`src/rtl/apb_pkg.sv`:
```
// rtl/apb_pkg.sv - shared FSM state type and constants for the APB command master
package apb_pkg;

    localparam int DEFAULT_DATA_WIDTH     = 32;
    localparam int DEFAULT_ADDR_WIDTH     = 32;
    localparam int DEFAULT_TIMEOUT_CYCLES = 16;

    localparam logic [2:0] PPROT_DEFAULT = 3'b000;

    typedef enum logic [1:0] {
        ST_IDLE   = 2'd0,
        ST_SETUP  = 2'd1,
        ST_ACCESS = 2'd2,
        ST_RESP   = 2'd3
    } apb_state_e;

endpackage

```
`src/rtl/apb_cmd_master.sv`:
```
// rtl/apb_cmd_master.sv - single-outstanding command-to-APB4 requester (optional ACCESS timeout: APB_CMD_MASTER_TIMEOUT_EN)
module apb_cmd_master
    import apb_pkg::*;
#(
    parameter int DATA_WIDTH     = DEFAULT_DATA_WIDTH,
    parameter int ADDR_WIDTH     = DEFAULT_ADDR_WIDTH,
    parameter int TIMEOUT_CYCLES = DEFAULT_TIMEOUT_CYCLES
) (
    input  logic                    pclk,
    input  logic                    presetn,
    input  logic                    cmd_valid,
    output logic                    cmd_ready,
    input  logic                    cmd_write,
    input  logic [ADDR_WIDTH-1:0]   cmd_addr,
    input  logic [DATA_WIDTH-1:0]   cmd_wdata,
    input  logic [DATA_WIDTH/8-1:0] cmd_strb,
    output logic                    rsp_valid,
    input  logic                    rsp_ready,
    output logic [DATA_WIDTH-1:0]   rsp_rdata,
    output logic                    rsp_err,
    output logic [ADDR_WIDTH-1:0]   paddr,
    output logic [2:0]              pprot,
    output logic                    psel,
    output logic                    penable,
    output logic                    pwrite,
    output logic [DATA_WIDTH-1:0]   pwdata,
    output logic [DATA_WIDTH/8-1:0] pstrb,
    input  logic                    pready,
    input  logic [DATA_WIDTH-1:0]   prdata,
    input  logic                    pslverr
);

    apb_state_e state;
    apb_state_e state_nxt;

    logic [ADDR_WIDTH-1:0]   addr_q;
    logic                    write_q;
    logic [DATA_WIDTH-1:0]   wdata_q;
    logic [DATA_WIDTH/8-1:0] strb_q;
    logic [DATA_WIDTH-1:0]   rsp_rdata_q;
    logic                    rsp_err_q;
    logic                    timeout_hit;

`ifdef APB_CMD_MASTER_TIMEOUT_EN
    localparam int CNT_W = $clog2(TIMEOUT_CYCLES + 1);
    logic [CNT_W-1:0] wait_cnt;

    // The last permitted wait cycle: abandon ACCESS on the following edge
    assign timeout_hit = (state == ST_ACCESS) && !pready &&
                         (wait_cnt == CNT_W'(TIMEOUT_CYCLES - 1));
`else
    localparam int unused_timeout_cycles = TIMEOUT_CYCLES;
    assign timeout_hit = 1'b0;
`endif

    // State register; reset abandons any transfer in flight
    always_ff @(posedge pclk or negedge presetn) begin
        if (!presetn) begin
            state <= ST_IDLE;
        end else begin
            state <= state_nxt;
        end
    end

    // Next-state and control outputs
    always_comb begin
        state_nxt = state;
        cmd_ready = 1'b0;
        psel      = 1'b0;
        penable   = 1'b0;
        rsp_valid = 1'b0;
        case (state)
            ST_IDLE: begin
                cmd_ready = 1'b1;
                if (cmd_valid) begin
                    state_nxt = ST_SETUP;
                end
            end
            ST_SETUP: begin
                psel      = 1'b1;
                state_nxt = ST_ACCESS;
            end
            ST_ACCESS: begin
                psel    = 1'b1;
                penable = 1'b1;
                if (pready || timeout_hit) begin
                    state_nxt = ST_RESP;
                end
            end
            ST_RESP: begin
                rsp_valid = 1'b1;
                if (rsp_ready) begin
                    state_nxt = ST_IDLE;
                end
            end
            default: begin
                state_nxt = ST_IDLE;
            end
        endcase
    end

    // APB payload comes from the latched command only while the bus is selected
    assign paddr     = psel ? addr_q  : '0;
    assign pwrite    = psel ? write_q : 1'b0;
    assign pwdata    = psel ? wdata_q : '0;
    assign pstrb     = psel ? strb_q  : '0;
    assign pprot     = PPROT_DEFAULT;
    assign rsp_rdata = rsp_valid ? rsp_rdata_q : '0;
    assign rsp_err   = rsp_valid ? rsp_err_q   : 1'b0;

    // Command latch, response capture and the optional ACCESS wait counter
    always_ff @(posedge pclk or negedge presetn) begin
        if (!presetn) begin
            addr_q      <= '0;
            write_q     <= 1'b0;
            wdata_q     <= '0;
            strb_q      <= '0;
            rsp_rdata_q <= '0;
            rsp_err_q   <= 1'b0;
`ifdef APB_CMD_MASTER_TIMEOUT_EN
            wait_cnt    <= '0;
`endif
        end else begin
            if (state == ST_IDLE && cmd_valid) begin
                addr_q  <= cmd_addr;
                write_q <= cmd_write;
                // Reads put zero data and strobes on the bus
                wdata_q <= cmd_write ? cmd_wdata : '0;
                strb_q  <= cmd_write ? cmd_strb  : '0;
            end
            if (state == ST_ACCESS) begin
                if (pready) begin
                    rsp_err_q   <= pslverr;
                    rsp_rdata_q <= (!write_q && !pslverr) ? prdata : '0;
                end else if (timeout_hit) begin
                    rsp_err_q   <= 1'b1;
                    rsp_rdata_q <= '0;
                end
            end
`ifdef APB_CMD_MASTER_TIMEOUT_EN
            if (state == ST_ACCESS && !pready) begin
                wait_cnt <= wait_cnt + CNT_W'(1);
            end else begin
                wait_cnt <= '0;
            end
`endif
        end
    end

endmodule
```
`config.mk`:
```
export PLATFORM = sky130hd
export DESIGN_NAME = apb_cmd_master
export DESIGN_NICKNAME = d
export VERILOG_FILES = /design/src/rtl/apb_pkg.sv /design/src/rtl/apb_cmd_master.sv
export SDC_FILE = /design/constraint.sdc
export NUM_CORES = 1
export LEC_CHECK = 0
export ABC_AREA = 1
export BUFFER_PORTS_ARGS = -buffer_cell sky130_fd_sc_hd__buf_2
export CORE_MARGIN = 2
export CORE_UTILIZATION = 52
export DETAILED_ROUTE_END_ITERATION = 8
export PLACE_DENSITY = 0.85
export SETUP_SLACK_MARGIN = 0.02
export SLEW_MARGIN = 20
export SYNTH_ARGS = -nofsm -noshare
export SYNTH_HDL_FRONTEND = slang
export SYNTH_SLANG_ARGS = --single-unit
```
`constraint.sdc`:
```
create_clock -name pclk -period 2.8 [get_ports pclk]
set_clock_uncertainty 0.2 [all_clocks]
set_input_delay 0.84 -clock pclk [delete_from_list [all_inputs] [get_ports pclk]]
set_output_delay 0.84 -clock pclk [all_outputs]
set_load 0.01 [all_outputs]
```
# [Yosys cells after proc, flatten, opt, wreduce, memory -nomap -nowiden]
# Index checks and enable logic that the tools add are counted.
[word_totals] regBits=104 input_bits=107 output_inout_bits=109 elab_cells=38
[classes] n_eq_ne=6 n_mux=17 reduce_logical=8
[ops] cell="32-bit 2-to-1 mux" n=5
[ops] cell="4-bit 2-to-1 mux" n=2
[ops] cell="2-bit one-hot mux with 4 select lines" n=1
[ops] cell="1-bit 2-to-1 mux" n=6
[ops] cell="2-bit 2-to-1 mux" n=3
[ops] cell="2-bit != test, second input constant" n=3
[ops] cell="2-bit == test, second input constant" n=2
[ops] cell="3-bit AND reduction" n=1
[ops] cell="2-bit by 1-bit == test with 1-bit output, second input constant" n=1
[ops] cell="1-bit logical AND" n=2
[ops] cell="1-bit zero test" n=2
[ops] cell="2-bit zero test" n=1
[ops] cell="2-bit AND reduction" n=1
[ops] cell="2-bit OR reduction" n=1

# [Depth between registers and ports, before layout]
[depth] word_depth=4 mapped_depth=7 depth_no_buf=6

# [Worst setup path before layout]
# OpenSTA, ideal clock, no wires.
[synth_path] path_kind="register to output" startpoint="reg state[1]" endpoint="out pwrite" arrival_time_ns=1.197 required_ns=1.760 setup_slack_ns=0.563 path_stages_with_launch=7 path_buffers=2 path_cell_list="dfrtp_1 -> inv_1 -> ha_1 -> buf_2 -> buf_2 -> nand2_1 -> inv_1"
[synth_between] elab_chain_len=4 elab_cells_between_ends=5 cone_classes="eq/ne: 2; mux: 2; reduce/logical: 1"
[synth_rtl] element="start, declared" line_no="apb_cmd_master.sv:33" source="apb_state_e state;"
[synth_rtl] element="start signal, assigned" line_no="apb_cmd_master.sv:61" source="state <= state_nxt;"
[synth_rtl] element="2-bit == test or 2-bit by 1-bit == test with 1-bit output (tied branches)" line_no="apb_cmd_master.sv:72" source="case (state)"
[synth_rtl] element="2-bit OR reduction (no source line) *"
[synth_rtl] element="1-bit 2-to-1 mux *" line_no="apb_cmd_master.sv:72"
[synth_rtl] element="via psel" line_no="apb_cmd_master.sv:23" source="output logic psel,"
[synth_rtl] element="1-bit 2-to-1 mux *" line_no="apb_cmd_master.sv:104" source="assign pwrite = psel ? write_q : 1'b0;"
[synth_rtl] element="end, declared" line_no="apb_cmd_master.sv:25" source="output logic pwrite,"
# The timed path passes the listed nets; every way through them passes the cells marked *.

# [Final worst setup path]
[layout_path] startpoint="reg state[0]" endpoint="out pwdata[23]"
[layout_between] elab_chain_len=4 elab_cells_between_ends=5 cone_classes="eq/ne: 2; mux: 2; reduce/logical: 1"
[layout_rtl] element="2-bit == test or 2-bit by 1-bit == test with 1-bit output (tied branches)" line_no="apb_cmd_master.sv:72"
[layout_rtl] element="2-bit OR reduction (no source line) *"
[layout_rtl] element="1-bit 2-to-1 mux *" line_no="apb_cmd_master.sv:72"
[layout_rtl] element="32-bit 2-to-1 mux *" line_no="apb_cmd_master.sv:105" source="assign pwdata = psel ? wdata_q : '0;"
[layout_rtl] element="end, declared" line_no="apb_cmd_master.sv:26" source="output logic [DATA_WIDTH-1:0] pwdata,"
# Every way passes the cells marked *; elsewhere a longest branch is shown, timed or not.

==> impl_metrics.tcl <==
set metrics [dict create \
    gp_congestion 0.801 \
    setup_viol_count_final 0 \
    synth.distinct_cells 17 \
    avgSynthCellArea_um2 7.36 \
    min_path_type "input port to async pin" \
    powerDensity_mw_per_mm2 1020 \
    drcViolationCount 0 \
    path_delay_family "buffers and inverters" \
    syn_inst 683 \
    grt-ovfl-total 0 \
    ioPinCount 216 \
    path_common_cell "inv_1" \
    core_area_mm2 0.00933 \
    critPathKind "register to primary output" \
    multi_input_comb_area_mm2 0.00175 \
    critical_path.max_stage_delay_ps 390 \
    yosys.area.top_type_share_pct 51.8 \
    seq_area_mm2 0.00260 \
    syn_to_final_growth_pct 26.4 \
    die_h_um 102 \
    n_antenna_cell 0 \
    crit_path_start_kind "register" \
    report.final.slew_viol_count 0 \
    drtAntennaViolNets 0 \
    synth_area_mm2 0.00502 \
    status "finished, final reports clean" \
    root_buffer "clkbuf_8" \
    final_common_cell "nand2_1" \
    numPlacedInstances 994 \
    cp.required_ps 1760 \
    die_area_mm2 0.0105 \
    critPathMaxFanout 27 \
    stdcell_count 1012 \
    r2r_end "wdata_q[4]" \
    ctsHoldBuffers 0 \
    hold_slack_ps 210 \
    yosys.area.top_type "dfrtp_1" \
    cts_tree "done" \
    ys_warn_count 0 \
    finalSetupTns_ps 0 \
    r2r_start "state[0]" \
    routed_via_density 4.62 \
    grt_usage_pct 22.1 \
    worst-path-buf-inv 4 \
    h-tree-depth 3 \
    numCtsBuffers 9 \
    clockBufferDepth 2 \
    r2r_cells 5 \
    n_fill_cell 829 \
    relSlewSlack_pct 56.4 \
    clk_pin_slew_ps 90 \
    drv_cap 0 \
    clock_latency_ps 340 \
    dr.pass1.iters 5 \
    start_util_pct 53.9 \
    drt_iter0_markers 197 \
    port_buffers 212 \
    rows 35 \
    vdd_drop_max_v 0.000510 \
    dr_total_vias 4675 \
    crit_slowest_cell "dfrtp_1" \
    reg2reg_slack_ps 940 \
    grt_max_degree 63 \
    period_needed_ps 2650 \
    antenna_found_initial 0 \
    rsz0062_at_grt "false" \
    drt-total-wl_um 11900 \
    wl_per_cell_um 11.8 \
    clock-sinks 104 \
    min_period_over_period_pct 94.5 \
    hpwl_um 8370 \
    crit_arrival_ps 1610 \
    path_cells "inv_1, ha_4, clkbuf_16, nand2_1, inv_1, buf_2" \
    hold_viol 0 \
    ys_seq_elements 104 \
    power_mw 6.50 \
    final_cell_mix "nand2_1 (348), buf_2 (211), inv_1 (109)" \
    grt_pass1_vias 4115 \
    ys_seq_area_share_pct 51.8 \
    drive_above_1_share_pct 27.7 \
    grt_pass1_wl_um 18500 \
    synthTopCellsByArea "dfrtp_1 (52%), nand2_1 (26%), inv_1 (8.1%)" \
    tightest_slew_ps 654 \
    finalNetCount 988 \
    dieWidth_um 102 \
    cp-end-kind "primary output" \
    fmax_mhz 378 \
    power.leakage_nw 4.41 \
]
## final cells by class
type                       count  share of cell area, %
clock buffer                  12                   2.44
multi-input combinational    428                   27.5
tap                          129                   2.54
inverter                     111                   6.56
clock inverter                 4                  0.828
sequential                   104                   41.0
timing repair buffer         224                   19.1
## worst register-to-register path, cell delays in order (launching register included)
cell and delay [ps]:
dfrtp_1 390, inv_1 100, ha_4 190, nand2_4 140
buf_4 480, o21ai_0 220
## synth_stat cells, drive strengths merged
cell and number:
o21ai 36, ha 3, clkbuf 3, nand4 2, nand2 350, buf 39, dfrtp 104, inv 111
conb 1, nand3 33, nor2 1
## metal layers
| metal | vias to the layer above | track usage (%) | wire length (um) |
|---|---|---|---|
| li1 | 2368 | - | - |
| met1 | 2098 | 29.0 | 5140 |
| met2 | 191 | 36.5 | 5530 |
| met3 | 18 | 5.13 | 1050 |
| met4 | 0 | 6.97 | 182 |
| met5 | - | 0 | 0 |
## per-stage QoR
step,instance area (um2),worst slack (ps),utilization (%)
after floorplan,5030,563,-
after global placement,6100,459,65.4
after detailed placement,6100,442,65.4
after CTS,6300,44.8,67.6
after global routing,6350,43.7,68.1
final,6350,155,68.1
## repair_timing
item,4_1_cts,5_1_grt
endpoints found under the setup margin,0,69
setup buffers,0,1
resized for setup,0,2
## worst max-delay path by stage
| stage | start | to | depth (start not counted) |
|---|---|---|---|
| after CTS | state[1] | pstrb[1] | 6 |
| after detailed placement | state[1] | pstrb[1] | 6 |
| final | state[0] | pwdata[23] | 6 |
| after floorplan | state[1] | pwrite | 6 |
| after global placement | state[1] | pwdata[8] | 6 |
| after global routing | state[0] | pwdata[30] | 6 |
## kinds of logic after synthesis
kind of cell	after synthesis	synth area share, %
buffers and inverters	153	13.9
other	1	0.0746
DFF	104	51.8
AOI/OAI and AO/OA	36	3.59
adders and majority gates	3	0.747
and+or+nand+nor	386	29.9
## power breakdown
| part | total [mW] | internal (mW) | leakage [nW] | switching (mW) |
|---|---|---|---|---|
| logic | 3.11 | 1.20 | 2.97 | 1.91 |
| registers | 2.44 | 2.10 | 1.35 | 0.336 |
| clock network | 0.949 | 0.463 | 0.0948 | 0.486 |
## sequential cells by signal (all words and copies together), names as in the netlist
signal	cells
addr_q	32
rsp_err_q	1
rsp_rdata_q	32
state	2
strb_q	4
wdata_q	32
write_q	1
(Power assumes the default switching activity.)
